`config.mk`:
```
export PLATFORM = sky130hd
export DESIGN_NAME = adc_acq_sequencer
export DESIGN_NICKNAME = d
export VERILOG_FILES = /design/src/rtl/adc_acq_sequencer.sv
export SDC_FILE = /design/constraint.sdc
export NUM_CORES = 1
export LEC_CHECK = 0
export CAP_MARGIN = 5
export CORE_UTILIZATION = 60
export CTS_CLUSTER_SIZE = 25
export DETAILED_ROUTE_END_ITERATION = 7
export PLACE_DENSITY = 0.86
export SLEW_MARGIN = 20
export SYNTH_ARGS = -nofsm -noshare
export SYNTH_HDL_FRONTEND = slang
export SYNTH_SLANG_ARGS = --single-unit
```
`constraint.sdc`:
```
create_clock -name clk -period 10 [get_ports clk]
set_input_delay 1.5 -clock clk [delete_from_list [all_inputs] [get_ports clk]]
set_output_delay 1.5 -clock clk [all_outputs]
set_load 0.01 [all_outputs]
```
`src/rtl/adc_acq_sequencer.sv`:
```
// Acquisition sequencer for one ADC channel: walks fill header, waveform headers,
// data words, gaps and checksum, driving the mux selects and the aligned FIFO write strobe.
module adc_acq_sequencer #(
  parameter int WFM_W  = 12,
  parameter int LEN_W  = 23,
  parameter int GAP_W  = 22,
  parameter int FILL_W = 24
) (
  input  logic              clk,
  input  logic              rst_n,
  input  logic              trigger,
  input  logic [WFM_W-1:0]  num_waveforms,
  input  logic [LEN_W-1:0]  waveform_len,
  input  logic [GAP_W-1:0]  waveform_gap,
  input  logic              adc_dat_valid,
  input  logic              fifo_full,
  output logic              select_fill_hdr,
  output logic              select_waveform_hdr,
  output logic              select_dat,
  output logic              select_checksum,
  output logic              checksum_update,
  output logic [WFM_W-1:0]  current_waveform_num,
  output logic [FILL_W-1:0] fill_num,
  output logic              fifo_wr_en,
  output logic              busy,
  output logic              fill_done,
  output logic              trigger_dropped,
  output logic              overflow_err
);

  localparam logic [WFM_W-1:0]  WFM_ONE  = 1;
  localparam logic [LEN_W-1:0]  LEN_ONE  = 1;
  localparam logic [GAP_W-1:0]  GAP_ONE  = 1;
  localparam logic [FILL_W-1:0] FILL_ONE = 1;

  typedef enum logic [2:0] {
    IDLE, FILL_HDR, WFM_HDR, DATA, GAP, CHKSUM, DONE
  } state_t;

  state_t            state_reg, state_next;
  logic [WFM_W-1:0]  num_wfm_reg;
  logic [WFM_W-1:0]  wfm_num_reg, wfm_num_next;
  logic [LEN_W-1:0]  len_reg;
  logic [LEN_W-1:0]  word_cnt_reg, word_cnt_next;
  logic [GAP_W-1:0]  gap_reg;
  logic [GAP_W-1:0]  gap_cnt_reg, gap_cnt_next;
  logic [FILL_W-1:0] fill_num_reg, fill_num_next;
  logic              fifo_wr_en_reg;
  logic              trigger_dropped_reg;
  logic              overflow_err_reg;
  logic              end_wfm;

  always_comb begin
    state_next          = state_reg;
    wfm_num_next        = wfm_num_reg;
    word_cnt_next       = word_cnt_reg;
    gap_cnt_next        = gap_cnt_reg;
    fill_num_next       = fill_num_reg;
    end_wfm             = 1'b0;
    select_fill_hdr     = 1'b0;
    select_waveform_hdr = 1'b0;
    select_dat          = 1'b0;
    select_checksum     = 1'b0;
    checksum_update     = 1'b0;
    fill_done           = 1'b0;

    case (state_reg)
      IDLE: begin
        if (trigger) begin
          wfm_num_next = '0;
          state_next   = FILL_HDR;
        end
      end
      FILL_HDR: begin
        select_fill_hdr = 1'b1;
        state_next      = WFM_HDR;
      end
      WFM_HDR: begin
        select_waveform_hdr = 1'b1;
        word_cnt_next       = '0;
        if (len_reg != '0) state_next = DATA;
        else               end_wfm    = 1'b1;
      end
      DATA: begin
        // The mux consumes a word only when the ADC presents a fresh one.
        select_dat      = adc_dat_valid;
        checksum_update = adc_dat_valid;
        if (adc_dat_valid) begin
          word_cnt_next = word_cnt_reg + LEN_ONE;
          if (word_cnt_reg == len_reg - LEN_ONE) end_wfm = 1'b1;
        end
      end
      GAP: begin
        gap_cnt_next = gap_cnt_reg + GAP_ONE;
        if (gap_cnt_reg == gap_reg - GAP_ONE) state_next = WFM_HDR;
      end
      CHKSUM: begin
        select_checksum = 1'b1;
        state_next      = DONE;
      end
      DONE: begin
        fill_done     = 1'b1;
        fill_num_next = fill_num_reg + FILL_ONE;
        state_next    = IDLE;
      end
      default: state_next = IDLE;
    endcase

    if (end_wfm) begin
      if (wfm_num_reg == num_wfm_reg - WFM_ONE) begin
        state_next = CHKSUM;
      end else begin
        wfm_num_next = wfm_num_reg + WFM_ONE;
        gap_cnt_next = '0;
        state_next   = (gap_reg != '0) ? GAP : WFM_HDR;
      end
    end
  end

  always_ff @(posedge clk) begin
    if (!rst_n) begin
      state_reg           <= IDLE;
      num_wfm_reg         <= '0;
      wfm_num_reg         <= '0;
      len_reg             <= '0;
      word_cnt_reg        <= '0;
      gap_reg             <= '0;
      gap_cnt_reg         <= '0;
      fill_num_reg        <= '0;
      fifo_wr_en_reg      <= 1'b0;
      trigger_dropped_reg <= 1'b0;
      overflow_err_reg    <= 1'b0;
    end else begin
      state_reg    <= state_next;
      wfm_num_reg  <= wfm_num_next;
      word_cnt_reg <= word_cnt_next;
      gap_cnt_reg  <= gap_cnt_next;
      fill_num_reg <= fill_num_next;
      if (state_reg == IDLE && trigger) begin
        num_wfm_reg <= (num_waveforms == '0) ? WFM_ONE : num_waveforms;
        len_reg     <= waveform_len;
        gap_reg     <= waveform_gap;
      end
      // Delayed one cycle to line up with the mux output register.
      fifo_wr_en_reg      <= select_fill_hdr | select_waveform_hdr | select_dat | select_checksum;
      trigger_dropped_reg <= trigger && (state_reg != IDLE);
      if (fifo_wr_en_reg && fifo_full) overflow_err_reg <= 1'b1;
    end
  end

  assign current_waveform_num = wfm_num_reg;
  assign fill_num             = fill_num_reg;
  assign fifo_wr_en           = fifo_wr_en_reg;
  assign busy                 = (state_reg != IDLE);
  assign trigger_dropped      = trigger_dropped_reg;
  assign overflow_err         = overflow_err_reg;

endmodule

```
==> summary.txt <==
status: finished clean
Synth Cell Area: 0.00792 sq mm
chip width: 117 um
worst skew pair latency: 0.43 ns
cell chain of the critical path: clkdlybuf4s50_1, and4b_1, clkdlybuf4s50_1
CTS H-tree depth: 4
Worst Reg2Reg Path Length in Cells: 11
max incr delay on CP: 0.62 ns
Post-Synthesis Cells: 1010
Detail Placement HPWL: 13200 um
RSZ-0062 raised after global routing: false
period utilisation layout: 45.5%
initial antenna violation count: 0
Layout fillers: 999
Synth Net Count: 1079
Multi-input gate area: 0.00470 sq mm
largest net degree at the start of global routing: 88
cells taking the most area after synthesis: dfxtp_1 (36%), nand2_1 (7.4%), xnor2_1 (7.1%)
syn avg cell area: 7.84 sq um
Final #Nets: 1154
Critical Path AT: 3.05 ns
#FFs+latches synth: 144
Core ar.: 0.0127 sq mm
TritonCTS Buffers: 17
worst path bufs/invs: 2
Crit Reg-Reg Startpoint: len_reg[0]
PortBufs: 107
ANT cells: 0
Critical Path RT: 8.50 ns
TNS Setup: 0 ns
power density cells: 160 mW/mm^2
Via Count: 7413
Final Cell Area: 0.00959 sq mm
FMAX: 0.220 GHz
minimum clock period: 4.55 ns
Critical Path End Type: output pin
Via density: 5.84
hold depth: 2
Max IR drop VDD: 159 uV
Clock Tree Buf Depth: 2
worst slew pin tran: 1.01 ns
most frequent CP cell: clkdlybuf4s50_1
Max Cap Viol: 0
final antenna-violating net count: 0
area delta synth->final: 21.1%
GRT Util Overall: 30.1%
Reg clk slew, reported paths: 0.06 ns
Hold-fix buffers, CTS: 0
vias in the first global route: 7023
Layout Utilization: 75.3%
post-CTS setup buffer count: 0
# DRC: 0
Yosys cell types: 66
worst rel slew slack: 32.3%
Critical Path Fanout Max: 7
CTS tree: yes
commonest non-fill, non-tap cell in the layout: nand2_1
Root Driver: clkbuf_16
CP Launch Type: input pin
initial DRC count: 527
share of layout cells above drive strength 1: 4.92%
die area: 0.0137 sq mm
final instance count without filler cells: 1270
Final setup viols: 0
R2R Path End: state_reg[0]
slowest CP cell: clkdlybuf4s50_1
YS warnings: 0
Hold WC Path Type: reg -> reg
Setup CP Type: in -> out
grt ovf: 0
GP Congestion: 0.946
Final Slew Violations: 0
post-CTS sizing: 0
io pins: 108
Clock Skew: 0.00688 ns
Hold Crit Endpoint: num_wfm_reg[11]
Synth Flop Type: dfxtp_1
hold wc startpoint: num_wfm_reg[11]
post-synth top area share: 36.4%
first-pass GRT wire length: 32300 um
clk sinks: 144
register-to-register setup slack: 5.98 ns
Die H: 117 um
Final Hold Vio Count: 0
Seq/Total Area, Yosys: 36.4%
family with the most delay on the worst path: buffers and inverters
row cnt: 41
EDFF count, synth: 0
routed len/inst: 15.5 um
placed inst area: 0.00899 sq mm
DR pass1 iterations: 5
max reg flops: 24
Final Hold Slack: 0.479 ns
Leakage: 3.61 nW
placed cells: 1237
commonest non-fill, non-tap cells in the layout: nand2_1 (156), dfxtp_1 (144), nor2_1 (113)
async set-reset flop share out of synthesis: 0%
sequential cell area: 0.00288 sq mm
initial core utilization: 62.2%
Routed WL: 19600 um
Yosys top cell by area: dfxtp_1
-- metrics by stage --
step	total power, mW	setup slack (ns)
2_1_floorplan	0.834	6.41
3_3_place_gp	0.909	5.36
3_5_place_dp	0.916	5.26
4_1_cts	1.54	5.45
5_1_grt	1.60	5.34
6_report	1.54	5.45
-- power breakdown --
group	leakage, nW	internal, mW	switching [mW]
clock	0.263	0.373	0.252
sequential	1.17	0.596	0.0340
combinational	2.18	0.123	0.158
total	3.61	1.09	0.444
-- area by class of cell --
type | instances | area share (%)
Clock buffer | 19 | 4.62
Clock inverter | 13 | 1.46
Tap cell | 172 | 2.25
Inverter | 20 | 0.783
Sequential cell | 144 | 30.1
Multi-Input combinational cell | 788 | 49.1
Timing Repair Buffer | 114 | 11.8
-- how the worst max path moves through the flow --
stage	end	cells after the start	from
3_5_place_dp	current_waveform_num[6]	8	adc_dat_valid
5_1_grt	checksum_update	3	adc_dat_valid
3_3_place_gp	current_waveform_num[7]	8	adc_dat_valid
2_1_floorplan	select_dat	3	adc_dat_valid
6_report	checksum_update	3	adc_dat_valid
4_1_cts	select_dat	3	adc_dat_valid
-- cells by family (layout without fill, tap and decap cells) --
family / after synthesis / count (layout) / synth area share (%)
adder cells (fa/ha/maj): 7 / 7 / 1.11
buffers and inverters: 78 / 166 / 4.47
AO/OA/AOI/OAI: 179 / 179 / 14.6
AND/OR/NAND/NOR: 476 / 476 / 29.4
XOR/XNOR: 122 / 122 / 13.5
multiplexers: 4 / 4 / 0.506
flip-flops: 144 / 144 / 36.4
-- metal layers --
layer	vias up	wire length [um]	track usage (%)
li1	3660	-	-
met1	3495	8430	34.7
met2	206	9750	52.9
met3	52	858	7.05
met4	0	590	13.6
met5	-	0	0
-- cell usage after synthesis (8+ instances only) --
cell / instances
nand4_1: 23
dfxtp_1: 144
a31oi_1: 8
clkbuf_1: 46
or3_1: 11
nand2_1: 157
nand3_1: 29
nor3_1: 28
and4_1: 8
nand2b_1: 10
and3_1: 21
and2_1: 16
inv_1: 19
a21oi_1: 85
xnor2_1: 64
o21ai_0: 21
nor2_1: 113
or4_1: 10
xor2_1: 58
nor4_1: 13
-- tightest hold or removal path: cells and delay by family (launching register included) --
kind	cells	cell delay (ns)
simple gates	1	0.06
flops	1	0.32
compound gates	1	0.05
Power figures use the tool's default switching activity.
